### src/rtl/sample_serializer_if.sv
// Handshake bundle around the sample serializer: a parallel frame input side
// and a single-sample output stream, each with valid/ready.
//   inValid/inReady/dataIn       : frame input (dataIn[0] is emitted first)
//   outValid/outReady/dataOut/outLast : serialized sample stream
// master: the surrounding environment (frame source + stream sink).
// slave : the serializer itself.
interface sample_serializer_if #(
  parameter int unsigned WIDTH  = 16,
  parameter int unsigned IN_NUM = 8
);
  logic                           inValid;
  logic                           inReady;
  logic [IN_NUM-1:0][WIDTH-1:0]   dataIn;
  logic                           outValid;
  logic                           outReady;
  logic [WIDTH-1:0]               dataOut;
  logic                           outLast;

  modport master (
    output inValid, dataIn, outReady,
    input  inReady, outValid, dataOut, outLast
  );

  modport slave (
    input  inValid, dataIn, outReady,
    output inReady, outValid, dataOut, outLast
  );
endinterface

### src/rtl/sample_serializer.sv
// Serializes one row of IN_NUM signed samples into a single-sample stream,
// element 0 first, with a 1-cycle accept-to-first-beat latency and no bubble
// between back-to-back frames.
// Ports:
//   clk  : system clock, rising edge
//   rst  : asynchronous active-high reset
//   bus  : sample_serializer_if.slave (frame in, sample stream out)
// inReady is combinational (depends on outReady) so a new frame can be taken
// on the same edge the last beat of the current frame leaves.
module sample_serializer #(
  parameter int unsigned WIDTH  = 16,
  parameter int unsigned IN_NUM = 8
) (
  input  logic               clk,
  input  logic               rst,
  sample_serializer_if.slave bus
);

  localparam int unsigned IDX_W = (IN_NUM > 1) ? $clog2(IN_NUM) : 1;
  localparam logic [IDX_W-1:0] LAST_IDX = IDX_W'(IN_NUM - 1);

  typedef enum logic {
    EMPTY = 1'b0,
    SHIFT = 1'b1
  } state_t;

  state_t                       state_q, state_d;
  logic [IDX_W-1:0]             idx_q, idx_d;
  logic [IN_NUM-1:0][WIDTH-1:0] frame_q;

  logic                         out_valid_q, out_valid_d;
  logic                         out_last_q, out_last_d;
  logic [WIDTH-1:0]             data_out_q, data_out_d;

  logic                         in_ready_c;
  logic                         load_c;
  logic                         fire_out_c;
  logic                         at_last_c;
  logic [IDX_W-1:0]             idx_inc_c;

  // Handshake terms shared by the next-state and output logic.
  assign fire_out_c = out_valid_q && bus.outReady;
  assign at_last_c  = (idx_q == LAST_IDX);
  assign idx_inc_c  = idx_q + IDX_W'(1);
  assign in_ready_c = (state_q == EMPTY) || (fire_out_c && at_last_c);
  assign load_c     = bus.inValid && in_ready_c;

  // State, index, frame and registered stream outputs.
  always_ff @(posedge clk or posedge rst) begin
    if (rst) begin
      state_q     <= EMPTY;
      idx_q       <= '0;
      frame_q     <= '0;
      out_valid_q <= 1'b0;
      out_last_q  <= 1'b0;
      data_out_q  <= '0;
    end else begin
      state_q     <= state_d;
      idx_q       <= idx_d;
      out_valid_q <= out_valid_d;
      out_last_q  <= out_last_d;
      data_out_q  <= data_out_d;
      if (load_c) begin
        frame_q <= bus.dataIn;
      end
    end
  end

  // Next state: a load always restarts at element 0, even while the last
  // beat of the previous frame is leaving.
  always_comb begin
    state_d = state_q;
    idx_d   = idx_q;
    if (load_c) begin
      state_d = SHIFT;
      idx_d   = '0;
    end else if (fire_out_c && !at_last_c) begin
      idx_d   = idx_inc_c;
    end else if (fire_out_c && at_last_c) begin
      state_d = EMPTY;
      idx_d   = '0;
    end
  end

  // Next values of the registered outputs; dataOut holds when nothing moves.
  always_comb begin
    out_valid_d = (state_d == SHIFT);
    out_last_d  = out_last_q;
    data_out_d  = data_out_q;
    if (load_c) begin
      data_out_d = bus.dataIn[0];
      out_last_d = (IN_NUM == 1);
    end else if (fire_out_c && !at_last_c) begin
      data_out_d = frame_q[idx_inc_c];
      out_last_d = (idx_inc_c == LAST_IDX);
    end else if (fire_out_c && at_last_c) begin
      out_last_d = 1'b0;
    end
  end

  assign bus.inReady  = in_ready_c;
  assign bus.outValid = out_valid_q;
  assign bus.outLast  = out_last_q;
  assign bus.dataOut  = data_out_q;

endmodule

### src/flat_wrapper.sv
// flat-port wrapper written by rule: the top's interface ports become plain ports
module sample_serializer_flat 
#(
  parameter int unsigned WIDTH  = 16,
  parameter int unsigned IN_NUM = 8
)
  (clk, rst, bus_inValid, bus_dataIn, bus_outReady, bus_inReady, bus_outValid, bus_dataOut, bus_outLast);
  sample_serializer_if #(.WIDTH(WIDTH), .IN_NUM(IN_NUM)) bus_i ();
  input  logic clk;
  input  logic rst;
  input wire logic [$bits(bus_i.inValid)-1:0] bus_inValid;
  input wire logic [$bits(bus_i.dataIn)-1:0] bus_dataIn;
  input wire logic [$bits(bus_i.outReady)-1:0] bus_outReady;
  output wire logic [$bits(bus_i.inReady)-1:0] bus_inReady;
  output wire logic [$bits(bus_i.outValid)-1:0] bus_outValid;
  output wire logic [$bits(bus_i.dataOut)-1:0] bus_dataOut;
  output wire logic [$bits(bus_i.outLast)-1:0] bus_outLast;
  assign bus_i.inValid = bus_inValid;
  assign bus_i.dataIn = bus_dataIn;
  assign bus_i.outReady = bus_outReady;
  assign bus_inReady = bus_i.inReady;
  assign bus_outValid = bus_i.outValid;
  assign bus_dataOut = bus_i.dataOut;
  assign bus_outLast = bus_i.outLast;
  sample_serializer #(.WIDTH(WIDTH), .IN_NUM(IN_NUM)) u_core (.clk(clk), .rst(rst), .bus(bus_i));
endmodule
### config.mk
export PLATFORM = sky130hd
export DESIGN_NAME = sample_serializer_flat
export DESIGN_NICKNAME = d
export VERILOG_FILES = /design/src/rtl/sample_serializer_if.sv /design/src/rtl/sample_serializer.sv /design/src/flat_wrapper.sv
export SDC_FILE = /design/constraint.sdc
export NUM_CORES = 1
export LEC_CHECK = 0
export ABC_AREA = 1
export CAP_MARGIN = 20
export CORE_AREA = 2 2 137 139
export DETAILED_ROUTE_END_ITERATION = 16
export DIE_AREA = 0 0 139 141
export GPL_ROUTABILITY_DRIVEN = 1
export PLACE_DENSITY_LB_ADDON = 0.15
export SLEW_MARGIN = 20
export SYNTH_ARGS = -nofsm -noshare
export SYNTH_HDL_FRONTEND = slang
export SYNTH_SLANG_ARGS = --single-unit
### constraint.sdc
create_clock -name clk -period 6.96 [get_ports clk]
set_clock_uncertainty 0.2 [all_clocks]
set_input_delay 1.392 -clock clk [delete_from_list [all_inputs] [get_ports clk]]
set_output_delay 1.392 -clock clk [all_outputs]
set_load 0.02 [all_outputs]
==> impl_metrics.json <==
{
  "status": "completed",
  "worst_pin_slew_ns": 0.905,
  "grt_pass1_wl_um": 32300,
  "worstPathArrival_ns": 2.95,
  "setup_viol_count_final": 0,
  "pwr-share-seq_pct": 33.8,
  "detail_route.wl_per_cell_um": 15.1,
  "grt_use_total_pct": 21.2,
  "synth_area_leaders": "dfrtp_1 51%, nand2_1 18%, o21ai_0 9.0%",
  "syn_area_um2": 7310,
  "syn_area_per_cell_um2": 7.53,
  "die_h_um": 141,
  "layout-drive-gt1-share_pct": 5.17,
  "multi_input_area_um2": 2620,
  "ys_seq_area_share_pct": 51.0,
  "antenna_found_initial": 0,
  "fillerInstances": 1780,
  "hold_violations": 0,
  "grt_overflow_total": 0,
  "path_cells": "clkdlybuf4s50_1 > nand2_1 > nand2_2 > clkdlybuf4s50_1",
  "place_inst": 1305,
  "synth_compound_area_share_pct": 9.49,
  "drtIter0Drc": 534,
  "ys_ff_latch": 149,
  "grt_pass1_vias": 6102,
  "ys_async_sr_fraction_pct": 100,
  "p_sw_share_pct": 39.4,
  "synth_commonest_cells": "341 x nand2_1, 169 x inv_1, 149 x dfrtp_1, 131 x o21ai_0, 97 x nand3_1",
  "synth_simple_gate_area_share_pct": 25.8,
  "initial_utilization_pct": 40.0,
  "core_area_um2": 18300,
  "synth_ff_type": "dfrtp_1",
  "timing.critical_path.mode_cell": "clkdlybuf4s50_1",
  "syn_inst": 970,
  "p_switching_uw": 1670,
  "combPwrFrac_pct": 43.4,
  "num_vias": 6306,
  "die_area_um2": 19600,
  "finalSetupTns_ns": 0,
  "stdcell_area_um2": 9480,
  "ir_drop_mv": 0.235,
  "fin_cells": 1336,
  "numCtsBuffers": 17,
  "worstPathMaxFanout": 21,
  "grt_max_degree": 136,
  "slowest_delay_ns": 0.68,
  "finalCriticalPeriod_ns": 4.54,
  "synth_xor_area_share_pct": 0,
  "post-place-ws_ns": 2.42,
  "clock_sinks": 149,
  "dpl.hpwl_um": 13800,
  "cts_buffer_depth": 2,
  "synth-edff-count": 0,
  "cts_resized": 0,
  "nNetsFinal": 1225,
  "hp-class": "reg -> reg",
  "netlist.area_leader.share_pct": 51.0,
  "syn_nets": 1105,
  "die_x_um": 139,
  "power.leakage_uw": 0.00466,
  "first_pass_iters": 5,
  "max-slew-margin-rel_pct": 39.6,
  "viasPerCell": 4.72,
  "intPower_uw": 2570,
  "synth_top_family_by_area": "simple AND/OR/NAND/NOR gates",
  "cts_hold_buf": 0,
  "drt_drc_violations_left": 0,
  "io_buffers": 150,
  "io_pins": 151,
  "placed_area_um2": 8850,
  "synth_top_area_cell": "dfrtp_1",
  "synthMuxAreaShare_pct": 0,
  "required_ns": 5.37,
  "cts_root_buf": "clkbuf_16",
  "drv_cap": 0,
  "power_frac_clock_pct": 22.9,
  "h-tree-depth": 4,
  "yosysWarningCount": 0,
  "cp-end-kind": "output pin",
  "synthAdderAreaFrac_pct": 0.514,
  "ant_nets": 0,
  "synth_cell_types": 19,
  "seq_area_um2": 3730,
  "clkTransAtPathRegs_ns": 0.06,
  "fmaxAchievable_ghz": 0.220,
  "rows": 50,
  "startpoint_type": "input port",
  "period_share_pct": 65.3,
  "routabilityCongestion": 0.838,
  "cts_tree": "yes",
  "cp_slowest_cell": "clkdlybuf4s50_1",
  "drv_slew": 0,
  "synth.most_common_cell": "nand2_1",
  "r2r_setup_slack_ns": 3.21,
  "post_cts_buffers": 0,
  "wl_um": 20100,
  "finalWorstSetupSlack_ns": 2.42,
  "powerDensity_nw_per_um2": 448,
  "antenna_cells": 0,
  "syn_to_final_growth_pct": 29.7,
  "rsz0062_at_grt": "no",
  "clock_latency_ns": 0.43,
  "worst-setup-path-type": "in -> out"
}
==> state kept, by name, indices dropped and copies added, names as in the netlist <==
| signal | count |
|---|---|
| u_core.bus.dataOut | 16 |
| u_core.bus.outLast | 1 |
| u_core.idx_q | 3 |
| u_core.frame_q | 128 |
| u_core.state_q | 1 |
==> placed cells by master, fill, tap and decap left out, types with 2 or more instances in the layout <==
master / Yosys / layout
buf_4: 18 / 6
bufinv_16: 0 / 3
clkbuf_16: 0 / 17
clkbuf_8: 0 / 6
clkdlybuf4s50_1: 0 / 150
clkinv_2: 0 / 3
clkinvlp_4: 0 / 2
dfrtp_1: 149 / 148
ha_1: 3 / 3
inv_1: 169 / 167
inv_6: 0 / 2
nand2_1: 341 / 341
nand2_2: 2 / 2
nand3_1: 97 / 97
o21ai_0: 131 / 131
o22ai_1: 2 / 2
or2_1: 6 / 6
or2_2: 10 / 10
==> power by group through the flow <==
stage / clock network, µW / logic [µW] / registers (µW)
finish: 972 / 1840 / 1430
global route: 1020 / 2100 / 1480
CTS: 982 / 1860 / 1440
detailed placement: 0 / 1840 / 1450
global placement: 0 / 1810 / 1440
floorplan: 0 / 1210 / 1470
==> critical path, delay by kind of cell <==
kind	cells	cell delay, ns
buffers and inverters	2	1.16
AND/OR/NAND/NOR	2	0.40
==> stage by stage <==
stage	hold WS (ns)	utilization [%]	power (µW)
finish	0.336	51.9	4250
global route	0.352	51.9	4600
CTS	0.338	51.9	4270
detailed placement	0.325	48.4	3290
global placement	0.315	48.3	3250
floorplan	0.304	-	2680
==> layer usage <==
metal	global-route usage [%]	part of all wire (%)
met1	31.4	49
met4	7.76	2.5
met5	0	0
met3	3.77	4.9
met2	31.1	44
==> worst paths after layout <==
check                                               start                              end  cells after the start
max                                          bus_outReady                      bus_inReady                      4
max reg2reg                   u_core.idx_q[0]$_DFFE_PP0P_   u_core.frame_q[36]$_DFFE_PP0P_                     10
min reg2reg                u_core.frame_q[62]$_DFFE_PP0P_   u_core.frame_q[62]$_DFFE_PP0P_                      2
max in group asynchronous                             rst  u_core.frame_q[126]$_DFFE_PP0P_                      3
min in group asynchronous                             rst   u_core.frame_q[70]$_DFFE_PP0P_                      2
min                        u_core.frame_q[62]$_DFFE_PP0P_   u_core.frame_q[62]$_DFFE_PP0P_                      2
==> kinds of logic after synthesis <==
family	count (synthesis)
buffers and inverters	226
adder cells (fa/ha/maj)	3
flip-flops	149
AND/OR/NAND/NOR	457
AO/OA/AOI/OAI	135
==> area by class of cell <==
type | count | share of cell area, %
Sequential cell | 149 | 39.4
Tap cell | 234 | 3.09
Multi-Input combinational cell | 595 | 27.6
Inverter | 170 | 6.84
Clock buffer | 23 | 5.36
Clock inverter | 8 | 1.27
Timing Repair Buffer | 157 | 16.5
Power figures use the tool's default switching activity.
